## src/rtl/lut_table_seq.sv

```systemverilog
// Write sequencer between the CSR block and the LUT table: merges single CSR entry writes
// with a bulk-fill engine, one table write per clock. Optional fill abort: LUT_TABLE_SEQ_ABORT_EN.
module lut_table_seq #(
  parameter int PX_WIDTH       = 10,
  parameter int CSR_FIFO_DEPTH = 4
) (
  input  logic                clk_i,
  input  logic                rst_n_i,
  input  logic [PX_WIDTH-1:0] csr_orig_px_i,
  input  logic [PX_WIDTH-1:0] csr_mod_px_i,
  input  logic                csr_wr_stb_i,
  input  logic                fill_start_i,
  input  logic [1:0]          fill_mode_i,
  input  logic [PX_WIDTH-1:0] fill_val_i,
  input  logic                ovf_clr_i,
  input  logic                abort_i,
  output logic [PX_WIDTH-1:0] lut_orig_px_o,
  output logic [PX_WIDTH-1:0] lut_mod_px_o,
  output logic                lut_wr_stb_o,
  output logic                busy_o,
  output logic                fill_done_o,
  output logic                csr_ovf_o,
  output logic                dbg_state_o
);

  localparam int AW = (CSR_FIFO_DEPTH > 1) ? $clog2(CSR_FIFO_DEPTH) : 1;
  localparam logic [AW:0]         CNT_FULL = (AW + 1)'(CSR_FIFO_DEPTH);
  localparam logic [PX_WIDTH-1:0] IDX_MAX  = '1;

  localparam logic [0:0] ST_IDLE = 1'b0;
  localparam logic [0:0] ST_FILL = 1'b1;

  localparam logic [1:0] MODE_INVERT = 2'd1;
  localparam logic [1:0] MODE_CONST  = 2'd2;

  logic [0:0]            r_state;
  logic [2*PX_WIDTH-1:0] r_fifo_mem [CSR_FIFO_DEPTH];
  logic [AW-1:0]         r_wr_ptr;
  logic [AW-1:0]         r_rd_ptr;
  logic [AW:0]           r_count;
  logic [PX_WIDTH-1:0]   r_idx;
  logic [1:0]            r_fill_mode;
  logic [PX_WIDTH-1:0]   r_fill_val;
  logic                  r_wr_stb;
  logic [PX_WIDTH-1:0]   r_wr_orig;
  logic [PX_WIDTH-1:0]   r_wr_mod;
  logic                  r_last_wr;
  logic                  r_done;
  logic                  r_busy;
  logic                  r_ovf;

  logic [0:0]            w_state_nxt;
  logic                  w_abort;
  logic                  w_fifo_empty;
  logic                  w_fifo_full;
  logic                  w_fill_go;
  logic                  w_pop;
  logic                  w_bypass;
  logic                  w_pop_fifo;
  logic                  w_push;
  logic                  w_drop;
  logic                  w_fill_wr;
  logic                  w_fill_last;
  logic [AW:0]           w_count_nxt;
  logic [PX_WIDTH-1:0]   w_idx_nxt;
  logic [PX_WIDTH-1:0]   w_fill_mod;
  logic [2*PX_WIDTH-1:0] w_fifo_rd;
  logic [2*PX_WIDTH-1:0] w_csr_entry;
  logic                  w_wr_stb_nxt;
  logic [PX_WIDTH-1:0]   w_wr_orig_nxt;
  logic [PX_WIDTH-1:0]   w_wr_mod_nxt;
  logic                  w_busy_nxt;

`ifdef LUT_TABLE_SEQ_ABORT_EN
  assign w_abort = abort_i && (r_state == ST_FILL);
`else
  // Port kept for a uniform interface; a fill always runs to completion.
  assign w_abort = abort_i & 1'b0;
`endif

  assign w_fifo_empty = (r_count == '0);
  assign w_fifo_full  = (r_count == CNT_FULL);
  assign w_fifo_rd    = r_fifo_mem[r_rd_ptr];
  assign w_csr_entry  = {csr_orig_px_i, csr_mod_px_i};

  // A strobe arriving on an empty FIFO in IDLE goes straight to the output register,
  // so the table write lands on the next cycle. Pops pause on the fill start cycle so a
  // strobe in that cycle is queued behind the fill.
  assign w_fill_go  = (r_state == ST_IDLE) && fill_start_i;
  assign w_pop      = (r_state == ST_IDLE) && !fill_start_i && (!w_fifo_empty || csr_wr_stb_i);
  assign w_bypass   = w_pop && w_fifo_empty;
  assign w_pop_fifo = w_pop && !w_fifo_empty;
  assign w_push     = csr_wr_stb_i && !w_bypass && (!w_fifo_full || w_pop);
  assign w_drop     = csr_wr_stb_i && w_fifo_full && !w_pop;

  assign w_fill_wr   = (r_state == ST_FILL) && !w_abort;
  assign w_fill_last = w_fill_wr && (r_idx == IDX_MAX);

  assign w_count_nxt = r_count + {{AW{1'b0}}, w_push} - {{AW{1'b0}}, w_pop_fifo};

  always_comb begin
    w_state_nxt = r_state;
    case (r_state)
      ST_IDLE: if (w_fill_go) w_state_nxt = ST_FILL;
      ST_FILL: if (w_abort || w_fill_last) w_state_nxt = ST_IDLE;
      default: w_state_nxt = ST_IDLE;
    endcase
  end

  // Index wraps to zero naturally after the last entry and is cleared on abort.
  always_comb begin
    w_idx_nxt = r_idx;
    if (r_state == ST_FILL) begin
      if (w_abort) w_idx_nxt = '0;
      else         w_idx_nxt = r_idx + 1'b1;
    end
  end

  always_comb begin
    w_fill_mod = r_idx;
    case (r_fill_mode)
      MODE_INVERT: w_fill_mod = ~r_idx;
      MODE_CONST:  w_fill_mod = r_fill_val;
      default:     w_fill_mod = r_idx;
    endcase
  end

  always_comb begin
    w_wr_stb_nxt  = 1'b0;
    w_wr_orig_nxt = '0;
    w_wr_mod_nxt  = '0;
    if (w_fill_wr) begin
      w_wr_stb_nxt  = 1'b1;
      w_wr_orig_nxt = r_idx;
      w_wr_mod_nxt  = w_fill_mod;
    end else if (w_pop) begin
      w_wr_stb_nxt = 1'b1;
      if (w_bypass) {w_wr_orig_nxt, w_wr_mod_nxt} = w_csr_entry;
      else          {w_wr_orig_nxt, w_wr_mod_nxt} = w_fifo_rd;
    end
  end

  // Busy also covers the cycle in which a bypassed write is on the output.
  assign w_busy_nxt = (w_state_nxt != ST_IDLE) || (w_count_nxt != '0) || w_wr_stb_nxt;

  always_ff @(posedge clk_i) begin
    if (w_push) r_fifo_mem[r_wr_ptr] <= w_csr_entry;
  end

  always_ff @(posedge clk_i or negedge rst_n_i) begin
    if (!rst_n_i) begin
      r_state     <= ST_IDLE;
      r_wr_ptr    <= '0;
      r_rd_ptr    <= '0;
      r_count     <= '0;
      r_idx       <= '0;
      r_fill_mode <= '0;
      r_fill_val  <= '0;
      r_wr_stb    <= 1'b0;
      r_wr_orig   <= '0;
      r_wr_mod    <= '0;
      r_last_wr   <= 1'b0;
      r_done      <= 1'b0;
      r_busy      <= 1'b0;
      r_ovf       <= 1'b0;
    end else begin
      r_state   <= w_state_nxt;
      r_count   <= w_count_nxt;
      r_idx     <= w_idx_nxt;
      if (w_push)     r_wr_ptr <= r_wr_ptr + 1'b1;
      if (w_pop_fifo) r_rd_ptr <= r_rd_ptr + 1'b1;
      if (w_fill_go) begin
        r_fill_mode <= fill_mode_i;
        r_fill_val  <= fill_val_i;
      end
      r_wr_stb  <= w_wr_stb_nxt;
      r_wr_orig <= w_wr_orig_nxt;
      r_wr_mod  <= w_wr_mod_nxt;
      r_last_wr <= w_fill_last;
      r_done    <= r_last_wr;
      r_busy    <= w_busy_nxt;
      if (w_drop)         r_ovf <= 1'b1;
      else if (ovf_clr_i) r_ovf <= 1'b0;
    end
  end

  assign lut_orig_px_o = r_wr_orig;
  assign lut_mod_px_o  = r_wr_mod;
  assign lut_wr_stb_o  = r_wr_stb;
  assign busy_o        = r_busy;
  assign fill_done_o   = r_done;
  assign csr_ovf_o     = r_ovf;
  assign dbg_state_o   = r_state;

endmodule

```

## config.mk

```make
export PLATFORM = sky130hd
export DESIGN_NAME = lut_table_seq
export DESIGN_NICKNAME = d
export VERILOG_FILES = /design/src/rtl/lut_table_seq.sv
export SDC_FILE = /design/constraint.sdc
export NUM_CORES = 1
export LEC_CHECK = 0
export BUFFER_PORTS_ARGS = -buffer_cell sky130_fd_sc_hd__clkbuf_2
export CAP_MARGIN = 10
export CORE_MARGIN = 2
export CORE_UTILIZATION = 40
export CTS_CLUSTER_SIZE = 25
export DETAILED_ROUTE_END_ITERATION = 12
export GPL_TIMING_DRIVEN = 0
export MAX_ROUTING_LAYER = met4
export PLACE_DENSITY = 0.55
export SLEW_MARGIN = 25
export SYNTH_ARGS = -nofsm -noshare
export SYNTH_HDL_FRONTEND = slang
export SYNTH_SLANG_ARGS = --single-unit
```

## constraint.sdc

```tcl
create_clock -name clk_i -period 3.8 [get_ports clk_i]
set_input_delay 0.76 -clock clk_i [delete_from_list [all_inputs] [get_ports clk_i]]
set_output_delay 0.76 -clock clk_i [all_outputs]
set_load 0.1 [all_outputs]
```

==> impl_metrics.json <==
{
  "layout_commonest_cell": "edfxtp_1",
  "gp_congestion": 0.799,
  "synth_top_cell_area_share_pct": 43.0,
  "avgSynthCellArea_um2": 15.8,
  "num_io_pins": 63,
  "async_flop_share_pct": 40.7,
  "dpl.cell_count": 596,
  "hp-class": "input port to async pin",
  "period_share_pct": 88.9,
  "post-cts-setup-buffer-count": 0,
  "cts.sinks": 135,
  "ir_drop_mv": 0.353,
  "multi_input_area_um2": 1650,
  "required_ns": 4.09,
  "nets": 483,
  "tightestPinTransition_ns": 0.617,
  "start_util_pct": 40.6,
  "fmax_mhz": 296,
  "outcome": "finished, final reports clean",
  "grtUsageTotal_pct": 19.3,
  "route.detailed.drc": 0,
  "rsz0062_at_grt": "no",
  "mappedNetlistNets": 402,
  "grt_pass1_wl_um": 19900,
  "cts.path.max_buffers": 2,
  "diodes": 0,
  "path_max_fanout": 10,
  "firstDrtPassIters": 4,
  "wl_um": 12800,
  "dr_total_vias": 3373,
  "ys_types": 41,
  "cts_root_buf": "clkbuf_16",
  "drv_cap": 0,
  "antenna_found_initial": 0,
  "hold_viol": 0,
  "first_iter_violations": 288,
  "hold_buffers": 0,
  "critPathArrivalTime_ns": 3.67,
  "p_per_area_nw_per_um2": 792,
  "layout.cells.non_filler": 628,
  "coreArea_um2": 13800,
  "cts_resized": 0,
  "vias_per_cell": 5.37,
  "finClkSkew_ns": 0.00802,
  "setup_tns_ns": 0,
  "routedWlPerCell_um": 20.4,
  "cp-end-kind": "register",
  "relSlewSlack_pct": 58.8,
  "area_growth_pct": 20.2,
  "p_clk_share_pct": 29.8,
  "synth.area.top_cells": "edfxtp_1 (43%), dfrtp_1 (25%), mux4_2 (5.6%)",
  "p_int_mw": 3.32,
  "htreeDepth": 4,
  "clkTransAtPathRegs_ns": 0.06,
  "clock_latency_ns": 0.42,
  "n_fill_cell": 1229,
  "cts_tree": "yes",
  "pwr-share-comb_pct": 30.0,
  "setup_viol": 0,
  "seq_area_frac_synth_pct": 67.6,
  "p_leak_nw": 2.61,
  "crit_path_start_kind": "register",
  "overflow": 0,
  "die_x_um": 122,
  "fin_crit_ns": 3.38,
  "dp_hpwl_um": 8480,
  "synth_top_area_cell": "edfxtp_1",
  "fp-row-count": 43,
  "ant_nets": 0,
  "critical_path_class": "register to register",
  "cts_buffers": 17,
  "final_cell_mix": "edfxtp_1 (80), clkbuf_2 (60), dfrtp_1 (55)",
  "die_h_um": 122,
  "syn_area_um2": 5590,
  "total_switching_power_mw": 2.01,
  "p_seq_share_pct": 40.1,
  "synthCells": 354,
  "yosysWarnings": 0,
  "drive_gt1_share_pct": 29.0,
  "grt_pass1_vias": 3438,
  "synth-seq-cells": 135,
  "slew_viol_final": 0,
  "dieArea_um2": 14900,
  "grt_max_degree": 30,
  "synth-edff-count": 80,
  "synth_flop_cell": "edfxtp_1",
  "place.port_buffers": 61,
  "regArea_um2": 3780,
  "p_sw_share_pct": 37.7
}
synth_stat cells (4+ instances only):
library cell,instances
a221o_1,10
a221oi_1,10
and3_1,9
and3b_1,4
buf_2,4
clkbuf_1,12
dfrtp_1,55
edfxtp_1,80
ha_1,9
inv_1,20
mux2_2,10
mux4_1,6
mux4_2,14
nand2_1,9
nand3_1,26
nor3_1,5
o211ai_1,12
o21ai_0,15
xnor2_1,11
layout make-up:
| cell class | instances | area share, % |
|---|---|---|
| Multi-Input combinational cell | 179 | 24.6 |
| Tap cell | 180 | 3.35 |
| Timing Repair Buffer | 62 | 4.87 |
| Clock buffer | 18 | 6.38 |
| Inverter | 20 | 1.12 |
| Buffer | 20 | 1.36 |
| Sequential cell | 135 | 56.2 |
| Clock inverter | 14 | 2.16 |
critical path: stages (launching register included):
cell and delay, ns:
dfrtp_1 0.48, clkbuf_1 0.45, o21ai_0 0.22, a21oi_1 0.30, nand2b_1 0.16, ha_1 0.22, inv_1 0.05, ha_1 0.13
inv_1 0.05, fa_1 0.37, xnor2_1 0.19, xnor2_1 0.10, or4b_1 0.52
sequential cells by signal (all words and copies together) (netlist names):
register / flops
r_count: 3
r_fifo_mem: 80
r_last_wr: 1
lut_orig_px_o: 10
fill_done_o: 1
r_fill_val: 10
r_rd_ptr: 2
r_idx: 10
dbg_state_o: 1
r_wr_ptr: 2
csr_ovf_o: 1
r_fill_mode: 2
lut_mod_px_o: 10
busy_o: 1
lut_wr_stb_o: 1
cell families after synthesis:
| group | after synthesis | synth area share (%) |
|---|---|---|
| compound gates | 53 | 7.27 |
| flops | 135 | 67.6 |
| simple gates | 73 | 7.32 |
| fa+ha+maj | 10 | 2.37 |
| buf+inv | 40 | 2.98 |
| xor+xnor | 13 | 2.04 |
| mux | 30 | 10.5 |
metrics by stage:
step	utilization, %	total power [mW]	worst slack, ns	cell area, um^2	hold WS [ns]
after global routing	48.8	5.59	0.180	6730	0.311
after CTS	48.8	5.40	0.390	6730	0.286
after floorplan	-	3.35	0.291	5590	0.331
final	48.8	5.33	0.422	6730	0.290
after global placement	44.5	3.75	0.319	6120	0.339
after detailed placement	44.7	3.78	0.294	6150	0.344
layer usage:
| layer | part of all wire [%] | track usage, % | vias to the layer above |
|---|---|---|---|
| met5 | 0 | - | - |
| met4 | 1.5 | 8.26 | 0 |
| met3 | 5.5 | 4.46 | 15 |
| met2 | 51 | 29.4 | 100 |
| met1 | 42 | 25.0 | 1715 |
| li1 | - | - | 1543 |
final timing paths:
check / from / endpoint / slack [ns] / cells after the start
max in group asynchronous: rst_n_i / r_idx[2] / 3.00 / 2
min in group clk_i: r_last_wr / fill_done_o / 0.35 / 0
hold / removal: rst_n_i / r_fill_val[5] / 0.29 / 1
setup reg to reg: dbg_state_o / busy_o / 0.42 / 12
hold reg to reg: r_last_wr / fill_done_o / 0.35 / 0
setup / recovery: dbg_state_o / busy_o / 0.42 / 12
power by group through the flow:
stage	Sequential [mW]	Clock, mW	Combinational [mW]
2_1_floorplan	2.72	0	0.631
3_3_place_gp	2.16	0	1.59
3_5_place_dp	2.17	0	1.62
4_1_cts	2.14	1.63	1.63
5_1_grt	2.17	1.69	1.73
6_report	2.14	1.59	1.60
(Power assumes the default switching activity.)
